## config.mk

```make
export PLATFORM = sky130hd
export DESIGN_NAME = rank_order_spike_tx
export DESIGN_NICKNAME = d
export VERILOG_FILES = /design/src/rtl/rank_order_spike_tx.sv
export SDC_FILE = /design/constraint.sdc
export NUM_CORES = 1
export LEC_CHECK = 0
export ABC_CLOCK_PERIOD_IN_PS = 2400
export CAP_MARGIN = 20
export CORE_ASPECT_RATIO = 1.25
export CORE_MARGIN = 2
export CORE_UTILIZATION = 49
export CTS_BUF_LIST = sky130_fd_sc_hd__clkbuf_8 sky130_fd_sc_hd__clkbuf_16
export DETAILED_ROUTE_END_ITERATION = 10
export PLACE_DENSITY = 0.84
export SLEW_MARGIN = 20
export SYNTH_ARGS = -nofsm -noshare
export SYNTH_HDL_FRONTEND = slang
export SYNTH_SLANG_ARGS = --single-unit
```

## constraint.sdc

```tcl
create_clock -name CLK -period 2.4 [get_ports CLK]
set_input_delay 0.36 -clock CLK [delete_from_list [all_inputs] [get_ports CLK]]
set_output_delay 0.36 -clock CLK [all_outputs]
set_load 0.05 [all_outputs]
```

## src/rtl/rank_order_spike_tx.sv

```systemverilog
`default_nettype none
// ============================================================================
// Module   : rank_order_spike_tx
// Brief    : Latches a sorted pixel ranking and replays it, rank 0 first, as
//            four-phase AER events (rank-order / time-to-first-spike coding).
// Revision : 1.0 - initial release
// ============================================================================
module rank_order_spike_tx #(
    parameter int IMAGE_SIZE  = 5,
    parameter int IDX_BITS    = $clog2(IMAGE_SIZE),
    parameter int MAX_SPIKES  = IMAGE_SIZE,
    parameter int ADDR_BITS   = 8,
    parameter int ADDR_OFFSET = 0
) (
    input  logic                 CLK,
    input  logic                 RST,
    input  logic [IDX_BITS-1:0]  sorted_indexes [0:IMAGE_SIZE-1],
    input  logic                 sort_done,
    output logic                 tx_ready,
    output logic [ADDR_BITS-1:0] AERIN_ADDR,
    output logic                 AERIN_REQ,
    input  logic                 AERIN_ACK,
    output logic                 tx_done,
    output logic [IDX_BITS:0]    spike_cnt
);

    localparam logic [1:0] c_ST_IDLE   = 2'd0;
    localparam logic [1:0] c_ST_REQ    = 2'd1;
    localparam logic [1:0] c_ST_ACKLOW = 2'd2;
    localparam logic [1:0] c_ST_DONE   = 2'd3;

    localparam logic [IDX_BITS-1:0]  c_LAST_RANK = IDX_BITS'(MAX_SPIKES - 1);
    localparam logic [IDX_BITS-1:0]  c_RANK_ONE  = IDX_BITS'(1);
    localparam logic [IDX_BITS:0]    c_CNT_ONE   = (IDX_BITS + 1)'(1);
    localparam logic [ADDR_BITS-1:0] c_OFFSET    = ADDR_BITS'(ADDR_OFFSET);

    logic [1:0]           r_state;
    logic [IDX_BITS-1:0]  r_buf [0:IMAGE_SIZE-1];
    logic [IDX_BITS-1:0]  r_rank;
    logic [ADDR_BITS-1:0] r_addr;
    logic                 r_req;
    logic                 r_done;
    logic                 r_ready;
    logic [IDX_BITS:0]    r_cnt;
    logic [IDX_BITS-1:0]  w_next_rank;

    // Index is zero-extended before the offset is added; the sum wraps.
    function automatic logic [ADDR_BITS-1:0] f_addr(input logic [IDX_BITS-1:0] idx);
        return ADDR_BITS'(idx) + c_OFFSET;
    endfunction

    assign w_next_rank = r_rank + c_RANK_ONE;

    always_ff @(posedge CLK) begin
        if (!RST) begin
            r_state <= c_ST_IDLE;
            r_rank  <= '0;
            r_addr  <= '0;
            r_req   <= 1'b0;
            r_done  <= 1'b0;
            r_ready <= 1'b1;
            r_cnt   <= '0;
            for (int i = 0; i < IMAGE_SIZE; i++) begin
                r_buf[i] <= '0;
            end
        end else begin
            r_done <= 1'b0;
            case (r_state)
                c_ST_IDLE: begin
                    if (sort_done) begin
                        r_buf   <= sorted_indexes;
                        r_rank  <= '0;
                        r_cnt   <= '0;
                        r_addr  <= f_addr(sorted_indexes[0]);
                        r_req   <= 1'b1;
                        r_ready <= 1'b0;
                        r_state <= c_ST_REQ;
                    end
                end
                c_ST_REQ: begin
                    if (AERIN_ACK) begin
                        r_req   <= 1'b0;
                        r_cnt   <= r_cnt + c_CNT_ONE;
                        r_state <= c_ST_ACKLOW;
                    end
                end
                c_ST_ACKLOW: begin
                    // Next request only once the previous ACK has been released.
                    if (!AERIN_ACK) begin
                        if (r_rank == c_LAST_RANK) begin
                            r_done  <= 1'b1;
                            r_state <= c_ST_DONE;
                        end else begin
                            r_rank  <= w_next_rank;
                            r_addr  <= f_addr(r_buf[w_next_rank]);
                            r_req   <= 1'b1;
                            r_state <= c_ST_REQ;
                        end
                    end
                end
                c_ST_DONE: begin
                    r_ready <= 1'b1;
                    r_state <= c_ST_IDLE;
                end
                default: begin
                    r_state <= c_ST_IDLE;
                end
            endcase
        end
    end

    assign tx_ready   = r_ready;
    assign AERIN_ADDR = r_addr;
    assign AERIN_REQ  = r_req;
    assign tx_done    = r_done;
    assign spike_cnt  = r_cnt;

endmodule
`default_nettype wire
```

* Word-level counts from Yosys, hierarchy flattened
Index checks and enable logic that the tools add are counted.
** Cells by class
- Add/sub/neg operators :: 2
- Reductions and logical operators :: 12
- Equality and inequality tests :: 8
- Bitwise gates (word level) :: 3
- Multiplexer cells :: 27
- $lt $le $gt $ge :: 1
** Operators by type and width (count)
- 2-to-1 mux 8 bit :: 3
- one-hot mux 8 bit (2 select lines) :: 1
- 2-to-1 mux 3 bit :: 5
- binary-select mux 3 bit (select 3 bit) :: 1
- 2-to-1 mux 2 bit :: 4
- 2-to-1 mux 4 bit :: 2
- != test 2 bit, second input constant :: 4
- one-hot mux 2 bit (4 select lines) :: 1
- one-hot mux 4 bit (2 select lines) :: 1
- 2-to-1 mux 1 bit :: 6
- one-hot mux 3 bit (2 select lines) :: 1
- AND reduction 3 bit :: 2
- nonzero test 2 bit :: 3
- AND reduction 5 bit :: 1
- adder 4 x 1 -> 4 bit, second input constant :: 1
- == test 2 bit, second input constant :: 2
- greater-or-equal comparator 4 bit, second input constant :: 1
- inverter 3 -> 4 bit :: 1
- AND reduction 2 bit :: 2
- AND reduction 4 bit :: 1
- adder 3 x 1 -> 3 bit, second input constant :: 1
- == test 3 bit, second input constant :: 1
- one-hot mux 1 bit (3 select lines) :: 1
- nonzero test 3 bit :: 1
- 5 further kinds :: 6
** Word-level totals
- Input bits :: 19
- Output and inout port bits :: 15
- Register bits after elaboration :: 35
- Word-level logic and storage cells :: 65

* Depth between registers and ports, before layout
Gate-level depths: netlist (run 1).
- Depth in word-level cells :: 8
- Depth in mapped cells :: 7
- Depth with buffers taken out :: 6

* Worst setup path after synthesis (run 1)
Ideal clock, no wire load.
- Kind :: reg-to-reg
- Start :: register r_rank[0]
- End :: register r_addr[0] (netlist: AERIN_ADDR[0])
- Data arrival time :: 1665 ps
- Clock period less this slack :: 1783 ps
- Stages on the path, launching flop included :: 8
- Slack :: 617 ps
- Buffers on the path :: 1
- Data required time :: 2282 ps
- Setup time :: 118 ps
- Cells stage by stage :: dfxtp_1 > inv_1 > ha_1 > clkbuf_1 > mux2_2 > nand3_1 > nand4_1 > o2111a_1
** On the way
- Word-level cells in the longest chain between the ends :: 8
- Elaborated cells on any way between the ends :: 11
- Classes of those cells :: add/sub: 1; eq/ne: 2; mux: 6; bitwise: 1; reduce/logical: 1
** RTL lines
- start, declared :: line 39 : logic [IDX_BITS-1:0] r_rank;
- start signal, assigned :: line 94 : r_rank <= w_next_rank;
- adder 3 x 1 -> 3 bit :: line 52 : assign w_next_rank = r_rank + c_RANK_ONE;
- inverter 3 -> 4 bit (implied by the code) :: line 95 : r_addr <= f_addr(r_buf[w_next_rank]);
- binary-select mux 3 bit (select 3 bit) :: line 95
- 2-to-1 mux 3 bit (implied by the code) (2 in a row) :: line 95
- 2-to-1 mux 8 bit :: line 90 : if (r_rank == c_LAST_RANK) begin
- 2-to-1 mux 8 bit :: line 89 : if (!AERIN_ACK) begin
- one-hot mux 8 bit (2 select lines) :: line 68 : case (r_state)
- end signal, assigned :: line 74 : r_addr <= f_addr(sorted_indexes[0]);
- end signal, assigned :: line 95
- end, declared :: line 40 : logic [ADDR_BITS-1:0] r_addr;
Several ways; a longest one is shown, not always the timed one. The select of a mux whose other input is x is not followed.
A chain may end at the register's enable or synchronous reset.

* Worst setup path after layout (run 1)
Same ends and word-level chain as after synthesis.

==> flow_metrics.env, run 1 <==
export IMPL_clk_latency_ns=0.28
export IMPL_fp_dieH_um=65.7
export IMPL_p_leak_nw=0.691
export IMPL_grt_pass1_vias=1255
export IMPL_n_antenna_cell=0
export IMPL_netlist_cell_type_count=35
export IMPL_clk_pin_slew_ns=0.06
export IMPL_clock_sinks=30
export IMPL_routed_wl_um=3120
export IMPL_finalNetCount=221
export IMPL_worst_ep_arrival_time_ns=2.09
export IMPL_r2r_slack_ns=0.48
export IMPL_r2r_start="r_rank[0]"
export IMPL_grt_ovfl_total=0
export IMPL_antenna_found_initial=0
export IMPL_end_kind="flip-flop"
export IMPL_yosysTopAreaCellShare_pct=40.3
export IMPL_cts_resized=0
export IMPL_rr_worst_depth=6
export IMPL_holdBufCountCts=0
export IMPL_outcome="completed"
export IMPL_drc=0
export IMPL_tns_ns=0
export IMPL_grt_total_usage_pct=21.1
export IMPL_setup_viol=0
export IMPL_dp_hpwl_um=2290
export IMPL_drv_slew=0
export IMPL_cp_slowest_cell="dfxtp_1"
export IMPL_grt_pass1_wl_um=5380
export IMPL_via_per_inst=5.32
export IMPL_r2r_end="AERIN_ADDR[0]"
export IMPL_min_from="r_buf[7]"
export IMPL_post_dp_cell_area_mm2=0.00175
export IMPL_area_growth_pct=22.8
export IMPL_min_path_cells=2
export IMPL_synth_edff_count=0
export IMPL_synth_most_common_cell="nand2_1"
export IMPL_drt_iter0_drc=17
export IMPL_fmax_mhz=521
export IMPL_dieArea_mm2=0.00350
export IMPL_skew_ns=0.00571
export IMPL_htreeDepth=2
export IMPL_post_cts_buffers=0
export IMPL_synth_largest_area_cell="dfxtp_1"
export IMPL_cap_viol_max_count=0
export IMPL_fp_dieW_um=53.3
export IMPL_async_flop_share_pct=0
export IMPL_crit_chain="inv_1, ha_1, mux2_2, nand3_1, nand4_1, o2111a_1"
export IMPL_min_delay_worst_endpoint="r_buf[7]"
export IMPL_layout_drive_gt1_share_pct=9.05
export IMPL_grt_max_degree=18
export IMPL_drt_first_pass_iters=4
export IMPL_synth_seq_area_share_pct=40.3
export IMPL_setup_slack_ns=0.481
export IMPL_criticalPathCategory="reg2reg"
export IMPL_globalplace_congestion=0.819
export IMPL_rows=22
export IMPL_rsz0062_at_grt="false"
export IMPL_port_buffers=28
export IMPL_root_buffer="clkbuf_8"
export IMPL_worstSetupStartpointType="flip-flop"
export IMPL_yosys_warnings=0
export IMPL_dr_total_vias=1250
export IMPL_cts_made_buffers=5
export IMPL_path_max_fanout=7
export IMPL_syn_instance_count=174
export IMPL_finalHoldViolCount=0
export IMPL_cts_buffer_depth=2
export IMPL_synth_seq_cells=30
export IMPL_synth_commonest_cells="nand2_1, dfxtp_1, a21boi_0, a21oi_1"
export IMPL_period_share_pct=79.9
export IMPL_stdcell_area_mm2=0.00183
export IMPL_worstPathRequired_ns=2.58
export IMPL_drtAntennaViolNets=0
export IMPL_pre_cts_ws_ns=0.446
export IMPL_syn_area_mm2=0.00149
export IMPL_worstMarginPinSlew_ns=0.500
export IMPL_ir_drop_uv=435
export IMPL_core_area_mm2=0.00292
export IMPL_slew_headroom_pct=66.5
export IMPL_wl_per_cell_um=13.3
export IMPL_cts_tree="yes"
export IMPL_post_synth_cell_area_avg_um2=8.57
export IMPL_slowest_delay_ns=0.47
export IMPL_yosys_most_used_dff="dfxtp_1"
export IMPL_initial_core_util_pct=51.1
export IMPL_hp_class="reg2reg"
export IMPL_timing_final_crit_period_ns=1.92
export IMPL_power_density_mw_per_mm2=633
export IMPL_ys_top_cells_by_area="dfxtp_1, a21boi_0, nand2_1"
export IMPL_pin_count=34
[cells in the final DEF (no fill, tap or decap), types with 2 or more instances in the layout]
cell	count
conb_1	5
clkdlybuf4s50_1	28
or3_1	2
a31oi_1	3
o2111a_1	2
mux2_2	4
ha_1	3
nand4_1	4
clkbuf_8	5
nand2_1	34
nand3_1	7
clkinv_2	2
a21boi_0	18
dfxtp_1	30
nor2_1	6
xor2_1	3
inv_1	4
nand2b_1	4
nor2b_1	6
buf_4	3
a21oi_1	9
o21ai_0	4
[critical path, delay by kind of cell (launching register included)]
kind	cells	cell delay, ns
multiplexers	1	0.37
AO/OA/AOI/OAI	1	0.16
AND/OR/NAND/NOR	2	0.19
buffers and inverters	1	0.15
flip-flops	1	0.47
adder cells (fa/ha/maj)	1	0.47
[how the worst max path moves through the flow]
stage / slack [ns] / from / end / cells after the start
6_report: 0.48 / r_rank[0] / AERIN_ADDR[0] / 6
5_1_grt: 0.36 / r_rank[0] / AERIN_ADDR[2] / 6
4_1_cts: 0.47 / r_rank[0] / AERIN_ADDR[2] / 6
3_5_place_dp: 0.45 / sort_done / AERIN_ADDR[2] / 4
3_3_place_gp: 0.47 / sort_done / AERIN_ADDR[2] / 4
2_1_floorplan: 0.62 / r_rank[0] / AERIN_ADDR[0] / 7
[logic make-up (layout without fill, tap and decap cells)]
group,Yosys count,in the layout,share of synthesized area [%]
and+or+nand+nor,67,67,21.6
AOI/OAI and AO/OA,42,42,20.1
DFF,30,30,40.3
buffers and inverters,21,42,7.80
muxes,6,6,5.20
xor gates and xnor gates,4,4,2.35
adders and majority gates,3,3,2.52
other,1,5,0.251
[layer usage]
metal,share of wire (%),up-vias,global-route usage (%)
met3,4.3,7,5.45
met2,53,40,37.8
met1,41,566,22.4
li1,-,637,-
met5,0,-,0
met4,2.3,0,8.97
[area by class of cell]
| cell class | count | area (um2) |
|---|---|---|
| repair buffers | 31 | 303 |
| clock inverters | 2 | 10.0 |
| multi-input cells | 127 | 790 |
| fillers | 264 | 1090 |
| well taps | 36 | 45.0 |
| clock buffers | 5 | 68.8 |
| inverters | 4 | 15.0 |
| flip-flops and latches | 30 | 601 |
[flip-flops by register name, indices dropped and copies added (netlist names)]
signal / flops
r_buf: 15
r_rank: 3
r_state: 2
AERIN_REQ: 1
tx_done: 1
AERIN_ADDR: 3
tx_ready: 1
spike_cnt: 4
[report_power, final]
part | leakage [nW] | total, mW | internal (mW) | switching, mW
Combinational | 0.401 | 0.230 | 0.0966 | 0.133
Clock | 0.0438 | 0.374 | 0.194 | 0.181
Sequential | 0.246 | 0.556 | 0.530 | 0.0259
[through the flow]
stage	instances	utilization (%)	hold slack (ns)	power (mW)
global placement	228	60.1	0.447	0.787
floorplan	178	-	0.440	0.728
finish	235	62.8	0.467	1.16
detailed placement	228	60.1	0.457	0.796
global route	235	62.8	0.499	1.21
CTS	235	62.8	0.469	1.17
Power figures use the tool's default switching activity.
==> run 2: changes to the inputs <==
ABC_CLOCK_PERIOD_IN_PS = 2000   (was 2400)
clock period = 2 ns   (was 2.4 ns; I/O delays follow)
==> flow_metrics.env, run 2 (synthesis gave the netlist of run 1 again) <==
export IMPL_fmax_mhz=554
export IMPL_finalHoldViolCount=0
export IMPL_fill_cells=252
export IMPL_fp_dieW_um=53.3
export IMPL_crit_chain="clkdlybuf4s50_1"
export IMPL_period_share_pct=90.2
export IMPL_hold_slack_ns=0.468
export IMPL_fp_dieH_um=65.7
export IMPL_drc=0
export IMPL_clk_latency_ns=0.29
export IMPL_end_kind="primary output"
export IMPL_setup_viol=0
export IMPL_grt_total_usage_pct=22.5
export IMPL_r2r_end="AERIN_ADDR[2]"
export IMPL_max_flop_register="r_buf"
export IMPL_globalplace_congestion=0.862
export IMPL_port_buffers=28
export IMPL_p_leak_nw=0.719
export IMPL_grt_max_degree=17
export IMPL_post_cts_buffers=0
export IMPL_routed_wl_um=3280
export IMPL_worstPathRequired_ns=1.70
export IMPL_cts_made_buffers=5
export IMPL_pin_count=34
export IMPL_n_antenna_cell=0
export IMPL_layout_drive_gt1_share_pct=10.3
export IMPL_min_delay_worst_endpoint="r_buf[13]"
export IMPL_area_growth_pct=26.0
export IMPL_rows=22
export IMPL_cap_viol_max_count=0
export IMPL_cp_slowest_cell="clkdlybuf4s50_1"
export IMPL_via_per_inst=5.41
export IMPL_slowest_delay_ns=0.82
export IMPL_drt_iter0_drc=52
export IMPL_criticalPathCategory="reg2out"
export IMPL_grt_ovfl_total=0
export IMPL_cts_resized=0
export IMPL_grt_pass1_wl_um=5660
export IMPL_largest_reg_flops=15
export IMPL_antenna_found_initial=0
export IMPL_hp_class="reg2reg"
export IMPL_initial_core_util_pct=51.1
export IMPL_worstSetupStartpointType="flip-flop"
export IMPL_cts_buffer_depth=2
export IMPL_min_path_cells=2
export IMPL_htreeDepth=2
export IMPL_drt_first_pass_iters=4
export IMPL_root_buffer="clkbuf_8"
export IMPL_min_from="r_buf[13]"
export IMPL_path_max_fanout=4
export IMPL_dp_hpwl_um=2420
export IMPL_worst_ep_arrival_time_ns=1.50
export IMPL_rsz0062_at_grt="false"
export IMPL_power_density_mw_per_mm2=772
export IMPL_dr_total_vias=1292
export IMPL_slew_headroom_pct=66.4
export IMPL_clock_sinks=30
export IMPL_outcome="completed"
export IMPL_cts_tree="yes"
export IMPL_r2r_start="r_rank[0]"
export IMPL_core_area_mm2=0.00292
export IMPL_layout_commonest_cell="nand2_1"
export IMPL_rr_worst_depth=6
export IMPL_tns_ns=0
export IMPL_finalNetCount=224
export IMPL_critPathTopFamily="buffers and inverters"
export IMPL_drtAntennaViolNets=0
export IMPL_r2r_slack_ns=0.27
export IMPL_cp_startpoint="spike_cnt[0]"
export IMPL_wl_per_cell_um=13.7
export IMPL_skew_ns=0.00347
export IMPL_clk_pin_slew_ns=0.06
export IMPL_dieArea_mm2=0.00350
export IMPL_drv_slew=0
export IMPL_worstMarginPinSlew_ns=0.502
export IMPL_worst_path_buf_inv=1
export IMPL_grt_pass1_vias=1318
export IMPL_holdBufCountCts=0
export IMPL_ir_drop_uv=463
export IMPL_timing_final_crit_period_ns=1.80
export IMPL_final_cell_mix="nand2_1, dfxtp_1, clkdlybuf4s50_1, a21boi_0, a21oi_1"
[run 2: metrics by stage]
stage                     cell area, um2  std cells  util (%)  setup WS [ns]  power (mW)
after floorplan                     1510        178         -          0.217       0.874
after global placement              1790        231      61.3          0.132       0.954
after detailed placement            1790        231      61.3         0.0855       0.966
after CTS                           1880        239      64.4          0.183        1.46
after global routing                1880        239      64.4          0.142        1.51
final                               1880        239      64.4          0.196        1.45
[run 2: routing by layer]
layer | track usage (%) | up-vias | part of all wire, %
met5 | 0 | - | 0
met4 | 11.5 | 0 | 3.4
met3 | 5.45 | 15 | 5.3
met2 | 40.0 | 52 | 51
met1 | 23.6 | 585 | 41
li1 | - | 640 | -
[run 2: worst max path at each step]
stage / endpoint / depth (start not counted)
detailed placement: AERIN_ADDR[2] / 4
global placement: AERIN_ADDR[0] / 4
CTS: spike_cnt[0] / 1
global route: spike_cnt[0] / 1
finish: spike_cnt[0] / 1
floorplan: AERIN_ADDR[0] / 7
[run 2: area by class of cell]
class                      instances  area [um2]  area share, %
timing repair buffer              34         338           18.0
sequential                        30         601           32.0
tap                               36        45.0           2.40
clock inverter                     2        8.76          0.466
multi-input combinational        127         790           42.0
inverter                           4        15.0          0.799
clock buffer                       6        82.6           4.39
[run 2: report_power, final]
part           total (mW)  internal [mW]  leakage (nW)  switching [mW]
clock network       0.496          0.272        0.0524           0.225
logic               0.287          0.123         0.421           0.164
registers           0.668          0.636         0.246          0.0318
[run 2: worst register-to-register path: stages (launching register included)]
cell and delay, ns:
dfxtp_1 0.33, inv_1 0.08, ha_1 0.46, mux2_2 0.38
nand3_1 0.09, nand4_1 0.11, o2111a_1 0.18
